File: config.mk
export PLATFORM = sky130hd
export DESIGN_NAME = ptw_pte_fetch_flat
export DESIGN_NICKNAME = d
export VERILOG_FILES = /design/src/rtl/ptw_pte_fetch_pkg.sv /design/src/rtl/ptw_pte_fetch_if.sv /design/src/rtl/ptw_pte_fetch.sv /design/src/flat_wrapper.sv
export SDC_FILE = /design/constraint.sdc
export NUM_CORES = 1
export LEC_CHECK = 0
export ABC_AREA = 1
export CORE_MARGIN = 2
export CORE_UTILIZATION = 35
export CTS_BUF_LIST = sky130_fd_sc_hd__clkbuf_8
export CTS_CLUSTER_SIZE = 25
export DETAILED_ROUTE_END_ITERATION = 10
export GPL_TIMING_DRIVEN = 0
export PLACE_DENSITY_LB_ADDON = 0.08
export SYNTH_ARGS = -nofsm -noshare
export SYNTH_HDL_FRONTEND = slang
export SYNTH_SLANG_ARGS = --single-unit
File: constraint.sdc
create_clock -name clk -period 2.46 [get_ports clk]
set_clock_uncertainty 0.1 [all_clocks]
set_input_delay 0.246 -clock clk [delete_from_list [all_inputs] [get_ports clk]]
set_output_delay 0.246 -clock clk [all_outputs]
set_load 0.02 [all_outputs]
File: src/rtl/ptw_pte_fetch_pkg.sv
// Shared MMU parameters and walk-sequencer state encoding for the Sv39 PTE fetch block.
package ptw_pte_fetch_pkg;

    localparam int unsigned PTE_SIZE_IN_BIT        = 64;
    localparam int unsigned PHYSICAL_ADDR_LEN_SV39 = 56;
    localparam int unsigned MEM_DATA_WIDTH         = 32;
    localparam int unsigned PTE_BYTES              = 8;
    localparam int unsigned BEAT_BYTES             = 4;
    localparam logic [1:0]  SV39_TOP_LEVEL         = 2'd2;

    typedef enum logic [3:0] {
        StIdle,
        StIssueLo,
        StWaitLo,
        StIssueHi,
        StWaitHi,
        StPteValid,
        StDrain,
        StDrainIssueLo,
        StDrainIssueHi
    } ptw_state_e;

endpackage

File: src/rtl/ptw_pte_fetch_if.sv
// Memory read port between the PTE fetch block (master) and the D-side arbiter (slave).
interface ptw_pte_fetch_if;
    import ptw_pte_fetch_pkg::*;

    logic                              mem_req_valid;
    logic                              mem_req_ready;
    logic [PHYSICAL_ADDR_LEN_SV39-1:0] mem_req_addr;
    logic                              mem_resp_valid;
    logic [MEM_DATA_WIDTH-1:0]         mem_resp_data;
    logic                              mem_resp_error;

    modport master (
        output mem_req_valid,
        output mem_req_addr,
        input  mem_req_ready,
        input  mem_resp_valid,
        input  mem_resp_data,
        input  mem_resp_error
    );

    modport slave (
        input  mem_req_valid,
        input  mem_req_addr,
        output mem_req_ready,
        output mem_resp_valid,
        output mem_resp_data,
        output mem_resp_error
    );

endinterface

File: src/rtl/ptw_pte_fetch.sv
// Sv39 walk sequencer: tracks the level and fetches each 64-bit PTE as two 32-bit beats,
// then acts on the combinational walker's leaf / fault / next-level decision.
module ptw_pte_fetch
    import ptw_pte_fetch_pkg::*;
(
    input  logic                              clk,
    input  logic                              rstn,
    input  logic                              walk_start_i,
    input  logic                              flush_i,
    input  logic                              req_next_level_pte_i,
    input  logic [PHYSICAL_ADDR_LEN_SV39-1:0] pte_req_address_i,
    input  logic                              pte_is_leaf_i,
    input  logic                              page_fault_valid_i,
    output logic [1:0]                        page_table_level_o,
    output logic                              pte_active_o,
    output logic [PTE_SIZE_IN_BIT-1:0]        pte_o,
    output logic                              walk_busy_o,
    output logic                              walk_done_o,
    output logic                              walk_page_fault_o,
    output logic                              walk_access_fault_o,
    ptw_pte_fetch_if.master                   mem
);

    ptw_state_e                        state_q, state_d;
    logic [1:0]                        level_q, level_d;
    logic [PHYSICAL_ADDR_LEN_SV39-1:0] addr_q, addr_d;
    logic [MEM_DATA_WIDTH-1:0]         pte_lo_q, pte_hi_q;
    logic                              lo_we, hi_we;
    logic                              done_q, done_d;
    logic                              pf_q, pf_d;
    logic                              af_q, af_d;
    logic                              hi_beat;

    always_comb begin
        state_d = state_q;
        level_d = level_q;
        addr_d  = addr_q;
        lo_we   = 1'b0;
        hi_we   = 1'b0;
        done_d  = 1'b0;
        pf_d    = 1'b0;
        af_d    = 1'b0;
        unique case (state_q)
            StIdle: begin
                if (walk_start_i && req_next_level_pte_i && !flush_i) begin
                    addr_d  = pte_req_address_i;
                    level_d = SV39_TOP_LEVEL;
                    state_d = StIssueLo;
                end
            end
            StIssueLo, StIssueHi: begin
                // A flushed request that is not yet accepted must still complete its handshake.
                if (flush_i) begin
                    if (mem.mem_req_ready)        state_d = StDrain;
                    else if (state_q == StIssueLo) state_d = StDrainIssueLo;
                    else                           state_d = StDrainIssueHi;
                end else if (mem.mem_req_ready) begin
                    state_d = (state_q == StIssueLo) ? StWaitLo : StWaitHi;
                end
            end
            StWaitLo, StWaitHi: begin
                if (flush_i) begin
                    // A beat arriving with the flush retires the only outstanding request.
                    state_d = mem.mem_resp_valid ? StIdle : StDrain;
                end else if (mem.mem_resp_valid) begin
                    if (mem.mem_resp_error) begin
                        state_d = StIdle;
                        done_d  = 1'b1;
                        af_d    = 1'b1;
                    end else if (state_q == StWaitLo) begin
                        lo_we   = 1'b1;
                        state_d = StIssueHi;
                    end else begin
                        hi_we   = 1'b1;
                        state_d = StPteValid;
                    end
                end
            end
            StPteValid: begin
                if (flush_i) begin
                    state_d = StIdle;
                end else if (page_fault_valid_i) begin
                    state_d = StIdle;
                    done_d  = 1'b1;
                    pf_d    = 1'b1;
                end else if (pte_is_leaf_i) begin
                    state_d = StIdle;
                    done_d  = 1'b1;
                end else if (req_next_level_pte_i) begin
                    addr_d  = pte_req_address_i;
                    level_d = level_q - 2'd1;
                    state_d = StIssueLo;
                end else begin
                    state_d = StIdle;
                    done_d  = 1'b1;
                    pf_d    = 1'b1;
                end
            end
            StDrainIssueLo, StDrainIssueHi: begin
                if (mem.mem_req_ready) state_d = StDrain;
            end
            StDrain: begin
                if (mem.mem_resp_valid) state_d = StIdle;
            end
            default: state_d = StIdle;
        endcase
    end

    always_ff @(posedge clk or negedge rstn) begin
        if (!rstn) begin
            state_q  <= StIdle;
            level_q  <= SV39_TOP_LEVEL;
            addr_q   <= '0;
            pte_lo_q <= '0;
            pte_hi_q <= '0;
            done_q   <= 1'b0;
            pf_q     <= 1'b0;
            af_q     <= 1'b0;
        end else begin
            state_q <= state_d;
            level_q <= level_d;
            addr_q  <= addr_d;
            done_q  <= done_d;
            pf_q    <= pf_d;
            af_q    <= af_d;
            if (lo_we) pte_lo_q <= mem.mem_resp_data;
            if (hi_we) pte_hi_q <= mem.mem_resp_data;
        end
    end

    always_comb begin
        hi_beat           = (state_q == StIssueHi) || (state_q == StDrainIssueHi);
        mem.mem_req_valid = (state_q == StIssueLo) || (state_q == StDrainIssueLo) || hi_beat;
        mem.mem_req_addr  = hi_beat ? addr_q + PHYSICAL_ADDR_LEN_SV39'(BEAT_BYTES) : addr_q;
        pte_active_o      = (state_q == StPteValid);
        walk_busy_o       = (state_q != StIdle);
        // Level underflow to 2'b11 is intentional: the walker faults on it.
        if (state_q == StIdle)          page_table_level_o = SV39_TOP_LEVEL;
        else if (state_q == StPteValid) page_table_level_o = level_q - 2'd1;
        else                            page_table_level_o = level_q;
    end

    assign pte_o               = {pte_hi_q, pte_lo_q};
    assign walk_done_o         = done_q;
    assign walk_page_fault_o   = pf_q;
    assign walk_access_fault_o = af_q;

endmodule
File: src/flat_wrapper.sv
// flat-port wrapper written by rule: the top's interface ports become plain ports
module ptw_pte_fetch_flat import ptw_pte_fetch_pkg::*;
  (clk, rstn, walk_start_i, flush_i, req_next_level_pte_i, pte_req_address_i, pte_is_leaf_i, page_fault_valid_i, page_table_level_o, pte_active_o, pte_o, walk_busy_o, walk_done_o, walk_page_fault_o, walk_access_fault_o, mem_mem_req_valid, mem_mem_req_addr, mem_mem_req_ready, mem_mem_resp_valid, mem_mem_resp_data, mem_mem_resp_error);
  ptw_pte_fetch_if mem_i ();
  input  logic clk;
  input  logic rstn;
  input  logic walk_start_i;
  input  logic flush_i;
  input  logic req_next_level_pte_i;
  input  logic [PHYSICAL_ADDR_LEN_SV39-1:0] pte_req_address_i;
  input  logic pte_is_leaf_i;
  input  logic page_fault_valid_i;
  output logic [1:0] page_table_level_o;
  output logic pte_active_o;
  output logic [PTE_SIZE_IN_BIT-1:0] pte_o;
  output logic walk_busy_o;
  output logic walk_done_o;
  output logic walk_page_fault_o;
  output logic walk_access_fault_o;
  output wire logic [$bits(mem_i.mem_req_valid)-1:0] mem_mem_req_valid;
  output wire logic [$bits(mem_i.mem_req_addr)-1:0] mem_mem_req_addr;
  input wire logic [$bits(mem_i.mem_req_ready)-1:0] mem_mem_req_ready;
  input wire logic [$bits(mem_i.mem_resp_valid)-1:0] mem_mem_resp_valid;
  input wire logic [$bits(mem_i.mem_resp_data)-1:0] mem_mem_resp_data;
  input wire logic [$bits(mem_i.mem_resp_error)-1:0] mem_mem_resp_error;
  assign mem_mem_req_valid = mem_i.mem_req_valid;
  assign mem_mem_req_addr = mem_i.mem_req_addr;
  assign mem_i.mem_req_ready = mem_mem_req_ready;
  assign mem_i.mem_resp_valid = mem_mem_resp_valid;
  assign mem_i.mem_resp_data = mem_mem_resp_data;
  assign mem_i.mem_resp_error = mem_mem_resp_error;
  ptw_pte_fetch u_core (.clk(clk), .rstn(rstn), .walk_start_i(walk_start_i), .flush_i(flush_i), .req_next_level_pte_i(req_next_level_pte_i), .pte_req_address_i(pte_req_address_i), .pte_is_leaf_i(pte_is_leaf_i), .page_fault_valid_i(page_fault_valid_i), .page_table_level_o(page_table_level_o), .pte_active_o(pte_active_o), .pte_o(pte_o), .walk_busy_o(walk_busy_o), .walk_done_o(walk_done_o), .walk_page_fault_o(walk_page_fault_o), .walk_access_fault_o(walk_access_fault_o), .mem(mem_i));
endmodule
* Yosys cells after proc, flatten, opt, wreduce, memory -nomap -nowiden
Cells that the tools add are included.
** Operators by class
- Equality and inequality tests :: 17
- Reduce and logical (&&, ||, !) cells :: 14
- Multiplexer cells :: 56
- $add $sub $neg :: 2
** Operators by type and width (number)
- 56-bit two-way mux :: 6
- 56-bit one-hot mux with 2 select lines :: 1
- 56-bit by 3-bit adder with 56-bit output (second input constant) :: 1
- 4-bit two-way mux :: 13
- 4-bit one-hot mux with 6 select lines :: 1
- 1-bit two-way mux :: 23
- 4-bit by 3-bit == test with 1-bit output (second input constant) :: 4
- 2-bit two-way mux :: 7
- 2-bit inequality test (second input constant) :: 6
- 3-bit two-way mux :: 3
- 4-bit by 2-bit == test with 1-bit output (second input constant) :: 2
- 3-bit inequality test (second input constant) :: 2
- 6-bit AND reduction :: 1
- 2-bit OR reduction :: 3
- 5-bit AND reduction :: 1
- 4-bit by 1-bit == test with 1-bit output (second input constant) :: 1
- 4-bit == test (second input constant) :: 1
- 4-bit logical NOT :: 1
- 2-bit one-hot mux with 2 select lines :: 1
- 4-bit nonzero test :: 1
- 1-bit logical OR :: 3
- 1-bit logical AND :: 2
- 2-bit by 1-bit inequality test with 1-bit output (second input constant) :: 1
- 1-bit one-hot mux with 2 select lines :: 1
- other kinds (3) :: 3
** Word-level totals
- Word-level logic and storage cells :: 97
- Register bits after elaboration :: 129
- Bits of input ports :: 98
- Output and inout port bits :: 128

* Depth between registers and ports, before layout
Gate-level depths: netlist of the first run.
- Depth after elaboration :: 6
- Gate-level depth with buffers :: 12
- Mapped depth without buffers :: 10

* Least setup slack after synthesis of the first run
Ideal clock, no wire load.
- Path kind :: flip-flop to output port
- Start point :: register u_core.addr_q[2]
- End point :: output mem_mem_req_addr[52]
- Stages on the path, launching flop included :: 10
- Required time :: 2114 ps
- Slack :: 422 ps
- Arrival :: 1692 ps
- Path through :: dfrtp_1 > ha_1 > nand2_1 > nor2_1 > nand2_1 > nor2_1 > nand3_1 > nor2_1 > nor2_1 > nor2_1
** On the way
- Cells in the longest elaborated chain, start to end :: 2
** Ends and longest elaborated chain
- start, declared :: RTL line ptw_pte_fetch.sv:26 : logic [PHYSICAL_ADDR_LEN_SV39-1:0] addr_q, addr_d;
- start signal, assigned :: RTL line ptw_pte_fetch.sv:122 : addr_q <= addr_d;
- 56-bit by 3-bit adder with 56-bit output :: RTL line ptw_pte_fetch.sv:134 : mem.mem_req_addr = hi_beat ? addr_q + PHYSICAL_ADDR_LEN_SV39'(BEAT_BYTES) : addr_q;
- 56-bit two-way mux :: RTL line ptw_pte_fetch.sv:134
- end, declared :: RTL line flat_wrapper.sv:21 : output wire logic [$bits(mem_i.mem_req_addr)-1:0] mem_mem_req_addr;
No other way between the ends.

* Final worst setup path of the first run
- Start point :: register u_core.state_q[2]
- End point :: output mem_mem_req_addr[32]
** On the way
- Cells in the longest elaborated chain, start to end :: 3
- Elaborated cells on any way between the ends :: 4
- Those cells by class :: eq/ne (2); mux (1); reduce/logical (1)
** Ends and longest elaborated chain
- start, declared :: RTL line ptw_pte_fetch.sv:24 : ptw_state_e state_q, state_d;
- start signal, assigned :: RTL line ptw_pte_fetch.sv:111 : state_q <= StIdle;
- start signal, assigned :: RTL line ptw_pte_fetch.sv:120 : state_q <= state_d;
- 4-bit by 2-bit == test with 1-bit output or 4-bit == test (tied branches) :: RTL line ptw_pte_fetch.sv:132 : hi_beat = (state_q == StIssueHi) || (state_q == StDrainIssueHi);
- 1-bit logical OR (*) :: RTL line ptw_pte_fetch.sv:132
- 56-bit two-way mux (*) :: RTL line ptw_pte_fetch.sv:134
Mark *: on every way between the ends. The rest lies on a longest branch, timed or not.

==> load_flow_metrics.sql, run 1 <==
INSERT INTO impl_metrics (metric_group, metric, value, unit) VALUES
('global_route', 'via_count_of_the_first_global_routing_pass', '7137', ''),
('routing', 'initialDrtViolationCount', '380', ''),
('critical_path', 'reg2reg_from', 'u_core.state_q[1]$_DFFE_PN0P_', ''),
('floorplan', 'floorplan.die.width', '145.4', 'um'),
('sta', 'rsz0062_at_grt', 'yes', ''),
('synthesis', 'total_standard_cell_area_after_synthesis', '6998', 'sq um'),
('final_layout', 'final-instance-count-excl-fill', '1526', ''),
('status', 'violations', 'setup timing', ''),
('placed_design', 'placedCellCount', '1455', ''),
('sta', 'timing.fmax', '393.3', 'MHz'),
('critical_path', 'launching_instance_or_port_of_the_critical_path', 'u_core.state_q[2]$_DFFE_PN0P_', ''),
('placed_design', 'io_buffer_count', '225', ''),
('final_layout', 'layout.cell_area.non_filler', '10950', 'sq um'),
('floorplan', 'fp.coreArea', '19530', 'sq um'),
('global_route', 'grt_antenna_before_repair', '1', ''),
('routing', 'totalWireLength', '24210', 'um'),
('sta', 'timing.final.ws_setup', '-0.08272', 'ns'),
('routing', 'vias', '7301', ''),
('floorplan', 'number_of_i_o_pins', '226', ''),
('clock_network', 'worst_skew_pair.late_latency', '0.46', 'ns'),
('power_and_ir_drop', 'power.ir.vdd_worst', '632.4', 'uV'),
('critical_path', 'critical_path.startpoint_type', 'flip-flop', ''),
('clock_network', 'cts_buffer_depth', '2', ''),
('clock_network', 'number_of_buffers_created_by_cts', '17', ''),
('synthesis', 'ys_types', '28', ''),
('routing', 'top_layer', 'met5', ''),
('clock_network', 'tritoncts', 'built', ''),
('critical_path', 'capturing_point_of_the_worst_reg2reg_path', 'u_core.addr_q[3]$_DFFE_PN0P_', ''),
('floorplan', 'die_area', '21140', 'sq um'),
('sta', 'final-max-slew-violation-count', '0', ''),
('routing', 'met3RoutedLength', '1940', 'um'),
('sta', 'setup_tns', '-0.3297', 'ns'),
('global_route', 'grt_pass1_wl', '37940', 'um'),
('routing', 'avgRoutedWirePerCell', '15.87', 'um'),
('critical_path', 'setup_crit_end', 'mem_mem_req_addr[32]', ''),
('critical_path', 'reg2reg_setup_slack', '0.21', 'ns'),
('global_route', 'grt_overflow', '0', ''),
('routing', 'drc', '0', ''),
('global_route', 'grt_usage', '22.73', '%'),
('sta', 'hold_violations', '0', ''),
('placed_design', 'placement.cell_area', '9610', 'sq um'),
('critical_path', 'crit_fanout', '6', ''),
('synthesis', 'synthesized_area_per_cell', '7.259', 'sq um'),
('routing', 'm1WireLength', '9903', 'um'),
('critical_path', 'critical_path.slowest_cell', 'sky130_fd_sc_hd__dfrtp_2', ''),
('placed_design', 'finalWeightedCongestion', '0.9058', ''),
('synthesis', 'ys_seq_area_share', '46.15', '%'),
('final_layout', 'antenna_cells_inserted', '0', ''),
('flow_run', 'max_cap_violations', '0', ''),
('final_layout', 'post_route_cells_drive_above_1_share', '22.13', '%'),
('clock_network', 'cts.reportedPaths.clkPinSlew', '0.10', 'ns'),
('sta', 'setup_viol', '12', ''),
('clock_network', 'htree_levels', '4', ''),
('critical_path', 'worstPathRequired', '2.11', 'ns'),
('critical_path', 'rr_worst_depth', '8', ''),
('routing', 'routed_via_density', '4.784', ''),
('final_layout', 'layout.nets', '1348', ''),
('hold_path', 'worst_hold_path_type', 'primary input to flip-flop', ''),
('critical_path', 'critical_path_arrival', '2.20', 'ns'),
('critical_path', 'timing.critical_path.to_type', 'output port', ''),
('critical_path', 'critPathMostFrequentCell', 'sky130_fd_sc_hd__nor2_4', ''),
('routing', 'met2_length', '11690', 'um'),
('critical_path', 'timing.critical_path.cells', 'nor2_4 > nand2_4 > nand2_8 > clkinvlp_4 > nor2_4 > buf_6 > nand3_4 > xor2_2 > buf_4', ''),
('final_layout', 'core_util_final', '56.08', '%'),
('status', 'run_status', 'complete, but fails checks', ''),
('routing', 'route.antenna.remaining_nets', '0', ''),
('clock_network', 'tritoncts_num_sinks', '129', ''),
('synthesis', 'synth_warnings', '0', ''),
('critical_path', 'criticalPathCategory', 'flip-flop to output port', ''),
('sta', 'relSlewSlack', '57.48', '%'),
('critical_path', 'worst_path_largest_cell_delay', '0.46', 'ns');
==> worst min path at each step <==
stage                                         from  depth (start not counted)  slack (ns)                        endpoint
floorplan                                     rstn                          0       -0.15    u_core.addr_q[0]$_DFFE_PN0P_
global placement    u_core.pte_lo_q[4]$_DFFE_PN0P_                          2        0.37  u_core.pte_lo_q[4]$_DFFE_PN0P_
detailed placement                            rstn                          1        0.18   u_core.addr_q[22]$_DFFE_PN0P_
CTS                          pte_req_address_i[49]                          3        0.20   u_core.addr_q[49]$_DFFE_PN0P_
global route                 pte_req_address_i[41]                          3        0.21   u_core.addr_q[41]$_DFFE_PN0P_
finish                       pte_req_address_i[43]                          3        0.23   u_core.addr_q[43]$_DFFE_PN0P_
==> registers in the layout (all words and copies together), names as in the netlist <==
name / cells
u_core.state_q: 4
u_core.addr_q: 56
u_core.walk_access_fault_o: 1
u_core.pte_hi_q: 32
u_core.walk_done_o: 1
u_core.walk_page_fault_o: 1
u_core.pte_lo_q: 32
u_core.level_q: 2
==> critical path, delay by kind of cell, from the launching register on <==
family	cells	cell delay [ns]
xor gates and xnor gates	1	0.15
buffers and inverters	3	0.49
DFF	1	0.46
and+or+nand+nor	5	0.62
==> layer usage <==
metal,vias to the layer above,GRT usage [%]
li1,3596,-
met5,-,0
met4,2,7.206
met2,245,37.16
met3,49,8.339
met1,3409,28.07
==> placed cells by master (no fill, tap or decap), drive strengths merged, types with 2 or more instances in the layout <==
master         count
buf              107
clkbuf            33
clkdlybuf4s15      3
clkdlybuf4s50    165
clkinv             2
clkinvlp           5
dfrtp            128
dlygate4sd2        4
ha                 2
inv              158
nand2            274
nand3             57
nand3b             2
nand4             26
nor2             103
nor3              13
o211ai             2
o21ai            135
o21bai             2
xor2              34
==> kinds of logic (layout without fill, tap and decap cells) <==
group | after synthesis | count (layout) | synth area share [%]
buf+inv | 182 | 479 | 10.58
fa+ha+maj | 2 | 2 | 0.3575
simple gates | 476 | 476 | 28.12
compound gates | 141 | 141 | 10.53
flops | 129 | 129 | 46.15
xor+xnor | 34 | 34 | 4.255
==> power breakdown <==
part / internal [mW] / switching (mW) / leakage, nW
clock: 0.845 / 1.02 / 0.190
combinational: 2.86 / 3.93 / 3.20
sequential: 3.17 / 0.869 / 1.61
total: 6.88 / 5.82 / 5.00
==> area by class of cell <==
cell class / instances / area [sq um]
Fill cell: 1894 / 8576
Multi-Input combinational cell: 653 / 3681
Sequential cell: 129 / 3241
Timing Repair Buffer: 266 / 2535
Inverter: 151 / 570.5
Tap cell: 265 / 331.6
Clock buffer: 17 / 234.0
Buffer: 30 / 192.7
Clock inverter: 15 / 165.2
==> cells in the mapped netlist <==
master                     count  share of area (%)
sky130_fd_sc_hd__o21bai_1      2               0.21
sky130_fd_sc_hd__clkbuf_1     14               0.75
sky130_fd_sc_hd__buf_2         9               0.64
sky130_fd_sc_hd__clkbuf_2      1              0.071
sky130_fd_sc_hd__inv_1       148                7.9
sky130_fd_sc_hd__nor3_1       13               0.93
sky130_fd_sc_hd__xor2_1       34                4.3
sky130_fd_sc_hd__inv_2         3               0.16
sky130_fd_sc_hd__o21ai_0     101                7.2
sky130_fd_sc_hd__buf_4         2               0.21
sky130_fd_sc_hd__nand2_1     274                 15
sky130_fd_sc_hd__buf_6         5               0.80
sky130_fd_sc_hd__o21ai_1      33                2.4
sky130_fd_sc_hd__nor2_4        1               0.16
sky130_fd_sc_hd__ha_1          2               0.36
sky130_fd_sc_hd__nor2_1      100                5.4
sky130_fd_sc_hd__o31ai_1       1               0.11
sky130_fd_sc_hd__o21ai_2       1               0.13
sky130_fd_sc_hd__o211ai_1      2               0.21
sky130_fd_sc_hd__nand4_1      26                2.3
sky130_fd_sc_hd__o22ai_4       1               0.29
sky130_fd_sc_hd__nand3b_1      2               0.21
sky130_fd_sc_hd__dfrtp_1     128                 46
sky130_fd_sc_hd__nor2_2        2               0.18
sky130_fd_sc_hd__nand3_2       1               0.14
sky130_fd_sc_hd__dfstp_2       1               0.38
sky130_fd_sc_hd__nand3_1      56                4.0
sky130_fd_sc_hd__nor3b_1       1               0.11
==> stage by stage <==
step                hold slack (ns)  power (mW)  setup WS, ns
floorplan                   -0.1496       7.278        0.4225
global placement             0.3660       10.37        -4.459
detailed placement           0.1804       10.40       -0.5078
finish                       0.2270       12.70      -0.08272
global route                 0.2134       13.56       -0.1829
CTS                          0.2005       12.31       -0.1561
==> timing repair <==
item,in CTS,in global routing
pin swaps,22,46
hold buffers,1,0
endpoints found under the hold margin,63,0
endpoints found under the setup margin,58,57
gates resized for setup,324,136
cloned,0,1
setup buffers,21,17
Note: power is estimated with default switching activity, not from simulation.
==> inputs of run 2 (changes only) <==
==> constraint.sdc (replaced) <==
create_clock -name clk -period 2.34 [get_ports clk]
set_clock_uncertainty 0.1 [all_clocks]
set_input_delay 0.234 -clock clk [delete_from_list [all_inputs] [get_ports clk]]
set_output_delay 0.234 -clock clk [all_outputs]
set_load 0.02 [all_outputs]
==> load_flow_metrics.sql, run 2 (synthesis results as in run 1) <==
INSERT INTO impl_metrics (metric_group, metric, value, unit) VALUES
('sta', 'timing.final.ws_setup', '-0.2552', 'ns'),
('placed_design', 'io_buffer_count', '225', ''),
('final_layout', 'biggestRegsByFlops', 'u_core.addr_q: 56 flops, u_core.pte_hi_q: 32 flops, u_core.pte_lo_q: 32 flops', ''),
('routing', 'avgRoutedWirePerCell', '16.16', 'um'),
('final_layout', 'largest_register_ffs', '56', ''),
('global_route', 'grt_antenna_before_repair', '1', ''),
('placed_design', 'placement.cell_area', '9610', 'sq um'),
('clock_network', 'tritoncts', 'built', ''),
('critical_path', 'worstPathRequired', '2.01', 'ns'),
('sta', 'timing.fmax', '385.3', 'MHz'),
('final_layout', 'multiInputGateArea', '3845', 'sq um'),
('hold_path', 'hold-path-cell-count', '3', ''),
('global_route', 'grt_usage', '22.91', '%'),
('global_route', 'via_count_of_the_first_global_routing_pass', '7165', ''),
('routing', 'vias', '7385', ''),
('final_layout', 'final_cell_mix', 'sky130_fd_sc_hd__nand2_1 (231), sky130_fd_sc_hd__clkdlybuf4s50_1 (165), sky130_fd_sc_hd__inv_1 (139), sky130_fd_sc_hd__dfrtp_1 (120), sky130_fd_sc_hd__o21ai_0 (95)', ''),
('final_layout', 'fillers', '1816', ''),
('global_route', 'grt_overflow', '0', ''),
('routing', 'initialDrtViolationCount', '342', ''),
('sta', 'hold_violations', '0', ''),
('sta', 'timing_worst_slew_pin_value', '0.6411', 'ns'),
('global_route', 'largest_net_degree_at_the_start_of_global_routing', '66', ''),
('final_layout', 'area_delta_synth_final', '62.86', '%'),
('critical_path', 'crit_fanout', '7', ''),
('final_layout', 'regMostFlops', 'u_core.addr_q', ''),
('final_layout', 'layout.cell_area.non_filler', '11400', 'sq um'),
('final_layout', 'antenna_cells_inserted', '0', ''),
('final_layout', 'final-instance-count-excl-fill', '1540', ''),
('sta', 'rsz0062_at_grt', 'yes', ''),
('routing', 'routed_via_density', '4.795', ''),
('critical_path', 'timing.critical_path.to_type', 'output port', ''),
('sta', 'relSlewSlack', '57.26', '%'),
('placed_design', 'post-dp-hpwl', '17720', 'um'),
('routing', 'drc', '0', ''),
('sta', 'final.min_clock_period', '2.595', 'ns'),
('status', 'violations', 'setup timing', ''),
('status', 'run_status', 'complete, but fails checks', ''),
('floorplan', 'die_area', '21140', 'sq um'),
('global_route', 'grt_pass1_wl', '38100', 'um'),
('final_layout', 'layout.nets', '1362', ''),
('sta', 'final-max-slew-violation-count', '0', ''),
('floorplan', 'floorplan.initialDensity', '35.84', '%'),
('placed_design', 'placedCellCount', '1455', ''),
('flow_run', 'max_cap_violations', '0', ''),
('critical_path', 'criticalPathCategory', 'flip-flop to output port', ''),
('routing', 'drtPass1Iterations', '4', ''),
('sta', 'fin_crit_sh', '110.9', '%'),
('final_layout', 'post_route_cells_drive_above_1_share', '25.33', '%'),
('clock_network', 'cts.reportedPaths.clkPinSlew', '0.10', 'ns'),
('final_layout', 'seq_area', '3239', 'sq um'),
('clock_network', 'number_of_buffers_created_by_cts', '17', ''),
('floorplan', 'number_of_i_o_pins', '226', ''),
('clock_network', 'tritoncts_num_sinks', '129', ''),
('critical_path', 'critical_path.startpoint_type', 'flip-flop', ''),
('power_and_ir_drop', 'power-per-cell-area', '1218', 'nW/um^2'),
('floorplan', 'std_cell_rows', '51', ''),
('floorplan', 'floorplan.die.width', '145.4', 'um'),
('clock_network', 'cts_buffer_depth', '2', ''),
('final_layout', 'core_util_final', '58.37', '%'),
('critical_path', 'critical_path_arrival', '2.26', 'ns'),
('final_layout', 'mostFrequentLayoutCell', 'sky130_fd_sc_hd__nand2_1', ''),
('clock_network', 'worst_skew_pair.late_latency', '0.48', 'ns'),
('hold_path', 'worst_hold_path_type', 'primary input to flip-flop', ''),
('critical_path', 'rr_worst_depth', '11', ''),
('routing', 'route.antenna.remaining_nets', '0', ''),
('clock_network', 'htree_levels', '4', ''),
('routing', 'totalWireLength', '24880', 'um'),
('floorplan', 'die_height', '145.4', 'um'),
('placed_design', 'finalWeightedCongestion', '0.9058', ''),
('sta', 'setup_viol', '48', ''),
('power_and_ir_drop', 'p_leak', '5.164', 'nW'),
('clock_network', 'cts_root_buf', 'sky130_fd_sc_hd__clkbuf_8', ''),
('power_and_ir_drop', 'power.ir.vdd_worst', '665.1', 'uV'),
('floorplan', 'fp.coreArea', '19530', 'sq um');
-- run 2: changes by cell type in the layout (fill, tap and decap cells not counted), moves of 5 or more --
cell and change:
sky130_fd_sc_hd__nand2_2 +8, sky130_fd_sc_hd__clkbuf_2 +5, sky130_fd_sc_hd__nand2_1 -13, sky130_fd_sc_hd__buf_6 +17, sky130_fd_sc_hd__buf_4 +5, sky130_fd_sc_hd__buf_2 -11
-- run 2: metrics by stage --
step	worst slack, ns	hold slack, ns	power [mW]	TNS, ns
floorplan	0.3145	-0.1616	7.652	0
global placement	-4.567	0.3660	10.90	-615.33
detailed placement	-0.6158	0.1684	10.93	-31.50
CTS	-0.2641	0.1885	13.03	-6.230
global route	-0.3292	0.1926	14.78	-10.30
finish	-0.2552	0.2008	13.88	-5.040
-- run 2: routing by layer --
layer	up-vias	GRT usage, %	wire length [um]	share of wire [%]
li1	3614	-	-	-
met1	3491	28.14	10030	40
met2	234	36.85	12130	49
met3	44	8.182	1971	7.9
met4	2	9.265	730	2.9
met5	-	0	13	0.052
-- run 2: worst max-delay path, cell delays in order (launching register included) --
cell	delay, ns
sky130_fd_sc_hd__dfrtp_2	0.47
sky130_fd_sc_hd__nor2_4	0.14
sky130_fd_sc_hd__nand2_4	0.08
sky130_fd_sc_hd__nand2_8	0.13
sky130_fd_sc_hd__clkinvlp_4	0.21
sky130_fd_sc_hd__nor2_4	0.22
sky130_fd_sc_hd__buf_6	0.14
sky130_fd_sc_hd__nand3_4	0.07
sky130_fd_sc_hd__xor2_2	0.15
sky130_fd_sc_hd__buf_4	0.15
-- run 2: power breakdown --
group          switching, mW  internal (mW)  leakage [nW]  total, mW
combinational           4.31           3.34          3.36       7.65
sequential             0.931           3.33          1.61       4.26
clock                   1.08          0.887         0.190       1.97
total                   6.32           7.57          5.16       13.9
-- run 2: cell type report --
class | instances | area share [%]
Inverter | 151 | 5.094
Buffer | 30 | 1.888
Multi-Input combinational cell | 653 | 33.74
Sequential cell | 129 | 28.42
Timing Repair Buffer | 280 | 24.45
Clock inverter | 15 | 1.449
Clock buffer | 17 | 2.053
Tap cell | 265 | 2.909
-- run 2: what timing repair did --
action | in CTS | in global routing
hold buffers | 1 | 0
setup buffers | 24 | 26
resized for setup | 355 | 202
endpoints found under the setup margin | 59 | 85
pin swaps | 25 | 64
cloned | 0 | 3
endpoints found under the hold margin | 63 | 0
-- run 2: path summary, 6_finish.rpt --
path | from | to | slack, ns
setup / recovery | u_core.state_q[2]$_DFFE_PN0P_ | mem_mem_req_addr[32] | -0.26
hold / removal | pte_req_address_i[22] | u_core.addr_q[22]$_DFFE_PN0P_ | 0.20
setup reg to reg | u_core.state_q[0]$_DFFE_PN0P_ | u_core.addr_q[44]$_DFFE_PN0P_ | 0.21
hold reg to reg | u_core.pte_hi_q[3]$_DFFE_PN0P_ | u_core.pte_hi_q[3]$_DFFE_PN0P_ | 0.39
max in group asynchronous | rstn | u_core.pte_lo_q[16]$_DFFE_PN0P_ | 1.17
min in group asynchronous | rstn | u_core.addr_q[22]$_DFFE_PN0P_ | 0.21
